File: config.mk
export PLATFORM = sky130hd
export DESIGN_NAME = lb_ctrl
export DESIGN_NICKNAME = d
export VERILOG_FILES = /design/src/rtl/lb_ctrl.sv
export SDC_FILE = /design/constraint.sdc
export NUM_CORES = 1
export LEC_CHECK = 0
export BUFFER_PORTS_ARGS = -buffer_cell sky130_fd_sc_hd__buf_4
export CORE_UTILIZATION = 29
export CTS_BUF_LIST = sky130_fd_sc_hd__clkbuf_4 sky130_fd_sc_hd__clkbuf_8
export DETAILED_ROUTE_END_ITERATION = 8
export PLACE_DENSITY_LB_ADDON = 0.25
export REMOVE_ABC_BUFFERS = 1
export SYNTH_ARGS = -nofsm -noshare
export SYNTH_HDL_FRONTEND = slang
export SYNTH_SLANG_ARGS = --single-unit
File: constraint.sdc
create_clock -name clk -period 6.5 [get_ports clk]
set_clock_uncertainty 0.2 [all_clocks]
set_input_delay 1.3 -clock clk [delete_from_list [all_inputs] [get_ports clk]]
set_output_delay 1.3 -clock clk [all_outputs]
set_load 0.1 [all_outputs]
File: src/rtl/lb_ctrl.sv
// Line-buffer ring sequencer: steers the pixel stream into one of four
// line buffers while the other three are swept as 3x3 window rows.
module lb_ctrl #(
    parameter int LINE_W = 8,
    parameter int NUM_LB = 4
) (
    input  logic              clk,
    input  logic              rst,
    input  logic              in_valid,
    output logic              in_ready,
    input  logic              out_ready,
    output logic              win_valid,
    output logic [1:0]        top_sel,
    output logic [NUM_LB-1:0] lb_we,
    output logic [NUM_LB-1:0] lb_oe,
    output logic [NUM_LB-1:0] lb_rst_n,
    output logic [2:0]        lines_full
);

    localparam int          CW      = $clog2(LINE_W);
    localparam logic [CW-1:0] WR_LAST = CW'(LINE_W - 1);
    localparam logic [CW-1:0] RD_LAST = CW'(LINE_W - 3);

    typedef enum logic [1:0] {
        ST_WAIT   = 2'd0,
        ST_READ   = 2'd1,
        ST_REWIND = 2'd2
    } state_t;

    state_t            state_q, state_d;
    logic [1:0]        wr_sel_q, wr_sel_d;
    logic [CW-1:0]     wr_col_q, wr_col_d;
    logic [CW-1:0]     rd_col_q, rd_col_d;
    logic [1:0]        top_sel_q, top_sel_d;
    logic [2:0]        lines_full_q, lines_full_d;
    logic [NUM_LB-1:0] lb_rst_n_q, lb_rst_n_d;

    logic              accept;
    logic              line_done;
    logic              handshake;
    logic              sweep_end;
    logic [NUM_LB-1:0] wr_onehot;
    logic [NUM_LB-1:0] rd_mask;

    // Handshakes, strobes and next-state for counters and the sequencing FSM
    always_comb begin
        state_d      = state_q;
        wr_sel_d     = wr_sel_q;
        wr_col_d     = wr_col_q;
        rd_col_d     = rd_col_q;
        top_sel_d    = top_sel_q;
        lines_full_d = lines_full_q;
        lb_rst_n_d   = '1;
        lb_we        = '0;
        lb_oe        = '0;

        wr_onehot = '0;
        wr_onehot[wr_sel_q] = 1'b1;

        // Window rows are the three buffers starting at top_sel, wrapping mod 4
        rd_mask = '0;
        rd_mask[top_sel_q]         = 1'b1;
        rd_mask[top_sel_q + 2'd1]  = 1'b1;
        rd_mask[top_sel_q + 2'd2]  = 1'b1;

        // No writes while all four lines are full or during the rewind cycle
        in_ready  = ~rst & (lines_full_q != 3'd4) & (state_q != ST_REWIND);
        accept    = in_valid & in_ready;
        line_done = accept & (wr_col_q == WR_LAST);

        win_valid = ~rst & (state_q == ST_READ);
        handshake = win_valid & out_ready;
        sweep_end = handshake & (rd_col_q == RD_LAST);

        if (accept) begin
            lb_we    = wr_onehot;
            wr_col_d = line_done ? '0 : wr_col_q + 1'b1;
            if (line_done) begin
                wr_sel_d = wr_sel_q + 2'd1;
            end
        end

        if (handshake) begin
            lb_oe    = rd_mask;
            rd_col_d = sweep_end ? '0 : rd_col_q + 1'b1;
        end

        // Swept buffers get their pointers rewound; contents stay intact
        if (sweep_end) begin
            top_sel_d  = top_sel_q + 2'd1;
            lb_rst_n_d = ~rd_mask;
        end

        // A line completing in the same cycle as a sweep end cancels out
        case ({line_done, sweep_end})
            2'b10:   lines_full_d = lines_full_q + 3'd1;
            2'b01:   lines_full_d = lines_full_q - 3'd1;
            default: lines_full_d = lines_full_q;
        endcase

        case (state_q)
            ST_WAIT:   if (lines_full_q >= 3'd3) state_d = ST_READ;
            ST_READ:   if (sweep_end) state_d = ST_REWIND;
            ST_REWIND: state_d = (lines_full_q >= 3'd3) ? ST_READ : ST_WAIT;
            default:   state_d = ST_WAIT;
        endcase
    end

    // State and counter registers; reset discards any partial line or sweep
    always_ff @(posedge clk) begin
        if (rst) begin
            state_q      <= ST_WAIT;
            wr_sel_q     <= '0;
            wr_col_q     <= '0;
            rd_col_q     <= '0;
            top_sel_q    <= '0;
            lines_full_q <= '0;
            lb_rst_n_q   <= '0;
        end else begin
            state_q      <= state_d;
            wr_sel_q     <= wr_sel_d;
            wr_col_q     <= wr_col_d;
            rd_col_q     <= rd_col_d;
            top_sel_q    <= top_sel_d;
            lines_full_q <= lines_full_d;
            lb_rst_n_q   <= lb_rst_n_d;
        end
    end

    assign top_sel    = top_sel_q;
    assign lines_full = lines_full_q;
    assign lb_rst_n   = lb_rst_n_q;

endmodule

* After elaboration in Yosys (flattened, before gate mapping) *
Cells that the tools add are included.

word-level totals
  bits in registers = 19
  output and inout port bits = 19
  input bits = 4

operators by class
  equal/unequal tests = 10
  multiplexer cells = 18
  add/sub/neg operators = 7
  bitwise operators = 11
  reductions and logical operators = 8
  order comparisons = 9

operator list
  kind                 number
  $lt 2x3->1 const B   4
  $mux 4               3
  $add 3x1->3 const B  3
  $demux 1 s2          4
  $ge 2x1->1 const B   4
  $or 4x4->4           2
  $and 1x1->1          7
  $eq 3x3->1 const B   2
  $mux 3               2
  $ne 2x2->1 const B   3
  $pmux 2 s3           1
  $pmux 3 s2           1
  $mux 1               5
  $add 2x1->2 const B  2
  $eq 2x1->1 const B   2
  $eq 2x2->1 const B   2
  $logic_and 1x1->1    4
  $mux 2               2
  $not 4->4            1
  $reduce_and 2->1     2
  $ge 3x2->1 const B   1
  $ne 3x3->1 const B   1
  $sub 3x1->3 const B  1
  $add 2x2->2 const B  1
  3 further kinds      3

* Longest topological paths before layout *
Gate-level depths: netlist (run 1).

  depth after elaboration = 9
  gate-level depth with buffers = 10

* Worst setup path before layout (run 1) *
No wires, ideal clock.

  kind = in2out
  start point = input port rst
  end point = output port win_valid
  path slack = 1.306 ns
  arrival = 3.694 ns
  data required time = 5.000 ns
  stages = 2
  path buffers = 1
  path through = buf_2 > nor3b_1

on the way
  cells in the longest elaborated chain, start to end = 2

RTL lines
  element      line  text
  from (decl)  8     input logic rst,
  $not 1->1    71    win_valid = ~rst & (state_q == ST_READ);
  $and 1x1->1  71
  to (decl)    12    output logic win_valid,

No other way between the ends.

* Final worst setup path (run 1) *
  start point = input port rst
  end point = output port lb_oe[0]

on the way
  cells in the longest elaborated chain, start to end = 4

RTL lines
  element      line  text
  $not 1->1    71
  $and 1x1->1  71
  $and 1x1->1  72    handshake = win_valid & out_ready;
  $mux 4       83    if (handshake) begin
  to (decl)    15    output logic [NUM_LB-1:0] lb_oe,

No other way between the ends.

==> results.toml, run 1 <==
[outcome]
status = "finished clean"

[synth]
yosys_warnings = 0
syn_avg_cell_area_um2 = 9.09
muxShareOfSynthArea_pct = 2.35
synth_top_family_by_area = "simple AND/OR/NAND/NOR gates"
yosys.area_share.simple_pct = 27.5
syn-cell-area_mm2 = 0.00106
ys_ff_latch = 19
synth-compound-area-share_pct = 10.6
synth_top_cell_by_area = "dfxtp_1"
ys_seq_area_share_pct = 35.8
synthXorXnorAreaFrac_pct = 2.47
synth_top_cell_area_share_pct = 35.8
synthAdderAreaFrac_pct = 17.2
synth_cell_type_count = 30
syn_inst = 117
synth_area_leaders = "dfxtp_1, ha_1, nor2_1"

[critical_path]
critPathLaunchType = "input port"
reg2reg_slack_ns = 3.66
critPathArrivalTime_ns = 2.63
worstSetupPathType = "in2out"
critical-path-top-delay-family = "simple AND/OR/NAND/NOR gates"
cp_max_fo = 24
path_buf_inv = 2
critical-path-max-stage-delay_ns = 0.57
cp_common_cell = "buf_4"
startpoint = "rst"
end_kind = "output pin"
cp_num_cells = 4
critPathRequiredTime_ns = 5.00
r2r_end = "lines_full[2]$_SDFFE_PP0P_"
crit_end = "lb_oe[0]"
cpMaxStageDelayCell = "nand4bb_1"
r2r_start = "state_q[1]$_SDFFE_PP0P_"
ff2ff_path_depth = 8
path_cells = "buf_4 > nand4bb_1 > nor2_1 > buf_4"

[placed_design]
numPlacedInstances = 182
dp_hpwl_um = 1570
dpl_worst_slack_ns = 2.36
numPortBuffers = 22
gp_congestion = 0.787

[floorplan]
ios = 23
initial_core_util_pct = 31.1
coreArea_mm2 = 0.00342
die_x_um = 62.6
rows = 21
die_h_um = 62.6
die_area_mm2 = 0.00391

[route]
first_pass_iters = 4
drt-initial-drc-count = 15
via_count = 867
drt-vias-per-instance = 4.66
routedWlPerCell_um = 10.9
ant_nets = 0
postRouteWirelength_um = 2020
drc = 0

[global_route]
antenna_found_initial = 0
track_usage_pct = 11.1
grt_pass1_vias = 867
grt_pass1_wl_um = 3540
grt_max_degree = 25
overflow = 0

[pwr]
peakVddDrop_mv = 0.132
p_leak_nw = 0.541
powerDensity_mw_per_mm2 = 159

[cts]
worstSkewPairLatency_ns = 0.29
post_cts_buffers = 0
clock_sinks = 19
htreeDepth = 1
cts_tree = "built"
cts_root_buf = "clkbuf_4"
numCtsBuffers = 3
path_clk_slew_ns = 0.10
holdBufCountCts = 0
clockBufferDepth = 2
post_cts_resized = 0

[final_layout]
mostFrequentLayoutCells = "buf_4, dfxtp_1, nor2_1"
n_antenna_cell = 0
syn_to_final_growth_pct = 22.5
finalNonFillerCells = 186
final_common_cell = "buf_4"
final_layout_size_suffix_gt1_share_pct = 22.9
finalNetCount = 159

[sta]
hold_viol = 0
timing.fmax_mhz = 242
rsz0062_at_grt = "no"
finalSetupViolCount = 0
setup_tns_ns = 0
period_share_pct = 63.6
final.min_clock_period_ns = 4.13
tightest_slew_ns = 0.559
slew_violations = 0
slew-limit-headroom_pct = 62.5
setup_ws_ns = 2.37

[min_path]
holdCritPathClass = "reg2reg"

[job]
maxCapViolations = 0
## cell type report
| type | count | area [um^2] |
|---|---|---|
| Clock buffer | 4 | 30.0 |
| Fill cell | 359 | 2110 |
| Inverter | 8 | 30.0 |
| Multi-Input combinational cell | 87 | 639 |
| Sequential cell | 19 | 380 |
| Tap cell | 46 | 57.6 |
| Timing Repair Buffer | 22 | 165 |
## stage by stage
step / utilization (%) / hold slack, ns / power (mW) / cell area, um^2
after floorplan: - / 0.242 / 0.140 / 1050
after global placement: 37.3 / 0.269 / 0.147 / 1270
after detailed placement: 37.3 / 0.276 / 0.148 / 1270
after CTS: 38.1 / 0.293 / 0.211 / 1300
after global routing: 38.1 / 0.331 / 0.218 / 1300
final: 38.1 / 0.289 / 0.207 / 1300
## worst min-delay path: cells and delay by family (launching register included)
| kind | cells | cell delay [ns] |
|---|---|---|
| flip-flops | 1 | 0.33 |
| AO/OA/AOI/OAI | 2 | 0.12 |
## worst min-delay path by stage
stage                                        start                        to  cells past startpoint  slack (ns)
after floorplan           wr_col_q[2]$_SDFFE_PP0P_  wr_col_q[2]$_SDFFE_PP0P_                      2        0.24
after global placement    wr_col_q[1]$_SDFFE_PP0P_  wr_col_q[1]$_SDFFE_PP0P_                      2        0.27
after detailed placement  wr_col_q[2]$_SDFFE_PP0P_  wr_col_q[2]$_SDFFE_PP0P_                      2        0.28
after CTS                 wr_col_q[2]$_SDFFE_PP0P_  wr_col_q[2]$_SDFFE_PP0P_                      2        0.29
after global routing      wr_col_q[1]$_SDFFE_PP0P_  wr_col_q[1]$_SDFFE_PP0P_                      2        0.33
final                     wr_col_q[2]$_SDFFE_PP0P_  wr_col_q[2]$_SDFFE_PP0P_                      2        0.29
## cells by family after synthesis
logic type	count (synthesis)
buffers and inverters	11
DFF	19
adders and majority gates	14
AOI/OAI and AO/OA	19
muxes	2
and+or+nand+nor	49
xor gates and xnor gates	3
## registers in the layout, indices dropped and copies added, names as in the netlist
register    flops
state_q         2
lines_full      3
wr_sel_q        2
lb_rst_n        4
top_sel         2
wr_col_q        3
rd_col_q        3
## per-layer routing
metal | vias up | routed length (um) | GRT usage [%]
li1 | 451 | - | -
met1 | 398 | 903 | 12.0
met2 | 14 | 1020 | 20.9
met3 | 4 | 74 | 3.83
met4 | 0 | 29 | 1.74
met5 | - | 0 | 0
## cells in the mapped netlist
master and instances:
fa_1 1, and2_1 5, and4bb_1 1, mux2_4 1, nand4_1 3, nand2_1 1
buf_1 1, nor3_1 8, o31ai_1 4, nand4_4 1, nor3b_2 1, xor2_1 2
nand3_1 2, o31ai_2 1, inv_1 8, buf_2 2, nand2b_1 3, nand4bb_1 1
nor2b_1 2, ha_1 13, or3b_4 1, nor3b_1 1, nor2_1 16, and2b_2 1
xnor2_1 1, mux2i_1 1, o21ai_0 5, or3_1 2, a21oi_1 9, dfxtp_1 19
## power by group
group / leakage [nW] / switching, mW / total [mW] / internal [mW]
registers: 0.155 / 0.000802 / 0.119 / 0.118
clock network: 0.0184 / 0.0342 / 0.0623 / 0.0280
logic: 0.368 / 0.0197 / 0.0256 / 0.00586
(Power assumes the default switching activity.)
==> inputs of run 2 (changes only) <==
--- a/config.mk
+++ b/config.mk
@@ -5,6 +5,7 @@
 export SDC_FILE = /design/constraint.sdc
 export NUM_CORES = 1
 export LEC_CHECK = 0
+export ABC_AREA = 1
 export BUFFER_PORTS_ARGS = -buffer_cell sky130_fd_sc_hd__buf_4
 export CORE_UTILIZATION = 29
 export CTS_BUF_LIST = sky130_fd_sc_hd__clkbuf_4 sky130_fd_sc_hd__clkbuf_8
==> constraint.sdc (replaced) <==
create_clock -name clk -period 3.5 [get_ports clk]
set_clock_uncertainty 0.2 [all_clocks]
set_input_delay 0.7 -clock clk [delete_from_list [all_inputs] [get_ports clk]]
set_output_delay 0.7 -clock clk [all_outputs]
set_load 0.1 [all_outputs]
==> run 2 against run 1 <==
  * Power rose by 110%
  * Non-clock buffer count unchanged
  * Critical endpoint is now lb_we[1]
  * Highest routed layer unchanged
  * Global-route usage down 0.088 points
  * Critical path type unchanged
  * Routed wire length rose by 0.20%
==> results.toml, run 2 <==
[outcome]
status = "finished clean"

[final_layout]
seq_area_um2 = 380
finalNetCount = 178
n_antenna_cell = 0
mostFrequentLayoutCells = "inv_1, buf_4, nand2_1"
multi_input_area_um2 = 637
finalNonFillerCells = 207
final_common_cell = "inv_1"
final_util_pct = 37.6
design_area_mm2 = 0.00139
fillers = 400
largest_reg_flops = 4
final_layout_size_suffix_gt1_share_pct = 30.2
syn_to_final_growth_pct = 23.8

[cts]
worstSkewPairLatency_ns = 0.25
post_cts_buffers = 0
numCtsBuffers = 3
cts_tree = "built"
clock_sinks = 19
htreeDepth = 1
clockBufferDepth = 2
post_cts_resized = 0
path_clk_slew_ns = 0.07
holdBufCountCts = 0
cts_root_buf = "clkbuf_8"

[synth]
synth_area_leaders = "dfxtp_1, ha_1, inv_1"
yosys_most_used_dff = "dfxtp_1"
synth-compound-area-share_pct = 7.81
synthTopCellsByCount = "inv_1, nand2_1, dfxtp_1"
synth_top_cell_by_area = "dfxtp_1"
synthXorXnorAreaFrac_pct = 1.56
syn_avg_cell_area_um2 = 8.37
synth_cell_type_count = 25
yosys_warnings = 0
synthArstFlopShare_pct = 0
yosys.area_share.simple_pct = 31.1
syn_inst = 134
muxShareOfSynthArea_pct = 0
ys_seq_area_share_pct = 33.9
yosysMostFrequentCell = "inv_1"
syn-cell-area_mm2 = 0.00112
synth_top_family_by_area = "simple AND/OR/NAND/NOR gates"
ys_ff_latch = 19
synth_edf_count = 0
synth_top_cell_area_share_pct = 33.9
synthAdderAreaFrac_pct = 16.3

[floorplan]
die_area_mm2 = 0.00412
rows = 22
die_x_um = 64.2
initial_core_util_pct = 30.4
ios = 23
coreArea_mm2 = 0.00369
die_h_um = 64.2

[placed_design]
dp_hpwl_um = 1630
place_area_mm2 = 0.00134
dpl_worst_slack_ns = 0.734
numPortBuffers = 22
numPlacedInstances = 203
gp_congestion = 0.822

[route]
drt-initial-drc-count = 20
routedWlPerCell_um = 9.79
postRouteWirelength_um = 2030
drc = 0
via_count = 865
ant_nets = 0
drt-vias-per-instance = 4.18
first_pass_iters = 4

[pwr]
p_leak_nw = 0.711
peakVddDrop_mv = 0.138
power_mw = 0.435
powerDensity_mw_per_mm2 = 313

[sta]
rsz0062_at_grt = "no"
hold_viol = 0
timing.fmax_mhz = 371
tightest_slew_ns = 0.280
slew_violations = 0
final.min_clock_period_ns = 2.69
finalSetupViolCount = 0
period_share_pct = 76.9
setup_ws_ns = 0.808
slew-limit-headroom_pct = 81.5

[global_route]
grt_pass1_vias = 845
antenna_found_initial = 0
grt_max_degree = 18
track_usage_pct = 11.0
overflow = 0
grt_pass1_wl_um = 3620

[critical_path]
worstSetupPathType = "in2out"
critPathArrivalTime_ns = 1.79
critPathLaunchType = "input port"
end_kind = "output pin"
critPathRequiredTime_ns = 2.60
cp_max_fo = 17

[min_path]
holdCritPathClass = "reg2reg"

[job]
maxCapViolations = 0
[run 2: cell types whose count changed in the layout (fill, tap and decap cells not counted), moves of 5 or more]
cell / delta
nand2_4: +6
inv_1: +15
nor3_1: -8
nand2_1: +20
and2_1: -5
nand3_1: +5
[run 2: final timing paths]
| kind | start | to | slack (ns) | depth (start not counted) |
|---|---|---|---|---|
| hold reg to reg | wr_col_q[1]$_SDFFE_PP0P_ | wr_col_q[1]$_SDFFE_PP0P_ | 0.29 | 2 |
| setup / recovery | rst | lb_we[1] | 0.81 | 7 |
| hold / removal | wr_col_q[1]$_SDFFE_PP0P_ | wr_col_q[1]$_SDFFE_PP0P_ | 0.29 | 2 |
| setup reg to reg | rd_col_q[0]$_SDFFE_PP0P_ | lines_full[2]$_SDFFE_PP0P_ | 1.29 | 12 |
[run 2: layout make-up]
| cell class | instances | share of cell area, % |
|---|---|---|
| Clock buffer | 3 | 2.98 |
| Clock inverter | 1 | 0.361 |
| Inverter | 25 | 7.12 |
| Multi-Input combinational cell | 89 | 45.9 |
| Sequential cell | 19 | 27.4 |
| Tap cell | 48 | 4.33 |
| Timing Repair Buffer | 22 | 11.9 |
[run 2: cell families after synthesis]
group | count (synthesis)
buffers and inverters | 26
AOI/OAI and AO/OA | 14
adders and majority gates | 14
and+or+nand+nor | 59
xor gates and xnor gates | 2
DFF | 19
[run 2: power breakdown]
| group | total [mW] | switching, mW | leakage (nW) | internal, mW |
|---|---|---|---|---|
| logic | 0.0598 | 0.0457 | 0.530 | 0.0141 |
| registers | 0.223 | 0.00213 | 0.155 | 0.221 |
| clock network | 0.152 | 0.0732 | 0.0255 | 0.0790 |
[run 2: per-layer routing]
| layer | vias up | part of all wire [%] | global-route usage [%] |
|---|---|---|---|
| li1 | 466 | - | - |
| met1 | 379 | 49 | 13.6 |
| met2 | 18 | 46 | 18.6 |
| met3 | 2 | 4.1 | 2.14 |
| met4 | 0 | 0.69 | 4.72 |
| met5 | - | 0 | 0 |
[run 2: worst max-delay path: stages]
cell	delay (ns)
buf_4	0.13
inv_4	0.18
nand2_4	0.07
nand2_4	0.10
nand3_2	0.15
nor2_1	0.15
buf_4	0.30
[run 2: stage by stage]
stage / setup TNS [ns] / hold slack [ns]
6_report: 0 / 0.288
2_1_floorplan: -0.854 / 0.243
3_5_place_dp: 0 / 0.281
5_1_grt: 0 / 0.333
4_1_cts: 0 / 0.292
3_3_place_gp: 0 / 0.290
==> inputs of run 3 (changes only) <==
==> constraint.sdc (replaced) <==
create_clock -name clk -period 2.44 [get_ports clk]
set_clock_uncertainty 0.2 [all_clocks]
set_input_delay 0.488 -clock clk [delete_from_list [all_inputs] [get_ports clk]]
set_output_delay 0.488 -clock clk [all_outputs]
set_load 0.1 [all_outputs]
==> run 3 against run 2 <==
  * Highest routed layer unchanged
  * Die area is the same
  * Register-to-register slack got worse by 1.1 ns
  * Combinational power is 47% higher
  * Worst hold slack worse by 0.059 ns
  * Core utilization rose by 0.61 points
  * Routed wire length down 0.89%
  * Setup slack lost 0.65 ns
  * Largest power group unchanged
==> results.toml, run 3 (same netlist as run 2, synthesis figures left out) <==
[placed_design]
numPlacedInstances = 206
numPortBuffers = 22
gp_congestion = 0.775
place_area_mm2 = 0.00136
dp_hpwl_um = 1700

[floorplan]
die_h_um = 64.2
rows = 22
initial_core_util_pct = 30.4
die_area_mm2 = 0.00412
die_x_um = 64.2
coreArea_mm2 = 0.00369
ios = 23

[final_layout]
final_layout_size_suffix_gt1_share_pct = 31.5
finalNetCount = 181
final_common_cell = "buf_4"
fillers = 390
syn_to_final_growth_pct = 25.8
n_antenna_cell = 0
final_util_pct = 38.2
mostFrequentLayoutCells = "buf_4, inv_1, nand2_1"
finalNonFillerCells = 210
largest_reg_flops = 4
design_area_mm2 = 0.00141

[route]
drt-vias-per-instance = 4.31
first_pass_iters = 4
via_count = 906
drt-initial-drc-count = 25
postRouteWirelength_um = 2010
ant_nets = 0
routedWlPerCell_um = 9.56
drc = 0

[sta]
tightest_slew_ns = 0.282
slew-limit-headroom_pct = 81.4
final.min_clock_period_ns = 2.28
fin_hold_ws_ns = 0.228
slew_violations = 0
hold_viol = 0
finalSetupViolCount = 0
period_share_pct = 93.5
rsz0062_at_grt = "no"
timing.fmax_mhz = 438

[critical_path]
path_cells = "buf_4 > inv_4 > buf_4 > nand2_4 > nand2_4 > nand3_2 > nor2_1 > buf_4"
r2r_end = "lines_full[2]$_SDFFE_PP0P_"
cp_common_cell = "buf_4"
cp_max_fo = 8
cpMaxStageDelayCell = "buf_4"
worstSetupPathType = "in2out"
end_kind = "output pin"
r2r_start = "wr_col_q[0]$_SDFFE_PP0P_"
reg2reg_slack_ns = 0.24
critPathRequiredTime_ns = 1.75
ff2ff_path_depth = 10
critPathLaunchType = "input port"
critical-path-max-stage-delay_ns = 0.30
critPathArrivalTime_ns = 1.59

[min_path]
holdPathEnd = "rd_col_q[2]$_SDFFE_PP0P_"
min_from = "rst"
worstHoldPathCells = 2
holdCritPathClass = "in2reg"

[cts]
cts_tree = "built"
path_clk_slew_ns = 0.08
post_cts_buffers = 0
holdBufCountCts = 0
clockBufferDepth = 2
htreeDepth = 1
clock_sinks = 19
worstSkewPairLatency_ns = 0.26
post_cts_resized = 0
cts_root_buf = "clkbuf_8"
numCtsBuffers = 3

[job]
maxCapViolations = 0

[global_route]
antenna_found_initial = 0
grt_pass1_vias = 870
overflow = 0
grt_pass1_wl_um = 3770
grt_max_degree = 12
track_usage_pct = 11.3

[pwr]
p_sw_mw = 0.176
power_frac_comb_pct = 14.0
power_mw = 0.628
p_leak_nw = 0.724
peakVddDrop_mv = 0.163
p_int_mw = 0.452
clockPowerShare_pct = 35.1
switching_share_pct = 28.0
powerDensity_mw_per_mm2 = 445
pwr-share-seq_pct = 50.9

[outcome]
status = "finished clean"
## run 3: critical path, delay by kind of cell
family	cells	cell delay, ns
buffers and inverters	4	0.66
AND/OR/NAND/NOR	4	0.43
## run 3: how the worst max path moves through the flow
stage,to,start,slack [ns],cells after the start
3_3_place_gp,lines_full[2]$_SDFFE_PP0P_,rst,0.12,13
4_1_cts,lb_we[2],rst,0.13,8
5_1_grt,lines_full[2]$_SDFFE_PP0P_,rd_col_q[0]$_SDFFE_PP0P_,0.04,12
3_5_place_dp,lines_full[2]$_SDFFE_PP0P_,rst,0.06,13
2_1_floorplan,lb_oe[1],top_sel[0]$_SDFFE_PP0N_,-0.99,3
6_report,lb_we[2],rst,0.16,8
## run 3: area by class of cell
| type | instances | area, um^2 | share of cell area, % |
|---|---|---|---|
| tap | 48 | 60.1 | 4.26 |
| multi-input combinational | 89 | 637 | 45.2 |
| inverter | 25 | 98.8 | 7.01 |
| clock inverter | 1 | 5.00 | 0.355 |
| clock buffer | 3 | 41.3 | 2.93 |
| sequential | 19 | 380 | 27.0 |
| timing repair buffer | 25 | 188 | 13.3 |
## run 3: power groups by stage
stage / clock [mW] / sequential [mW] / combinational [mW]
3_5_place_dp: 0 / 0.327 / 0.0888
6_report: 0.220 / 0.319 / 0.0882
3_3_place_gp: 0 / 0.326 / 0.0881
2_1_floorplan: 0 / 0.352 / 0.0399
5_1_grt: 0.243 / 0.320 / 0.0933
4_1_cts: 0.229 / 0.320 / 0.0889
## run 3: metal layers
metal | vias to the layer above | global-route usage, % | wire length, um
met5 | - | 0 | 0
met4 | 0 | 3.33 | 14
met3 | 2 | 2.14 | 105
met2 | 21 | 19.3 | 952
met1 | 411 | 14.3 | 935
li1 | 472 | - | -
## run 3: per-stage QoR
step	worst slack [ns]	TNS, ns
after detailed placement	0.0583	0
final	0.158	0
after global routing	0.0388	0
after floorplan	-0.987	-7.71
after CTS	0.131	0
after global placement	0.124	0
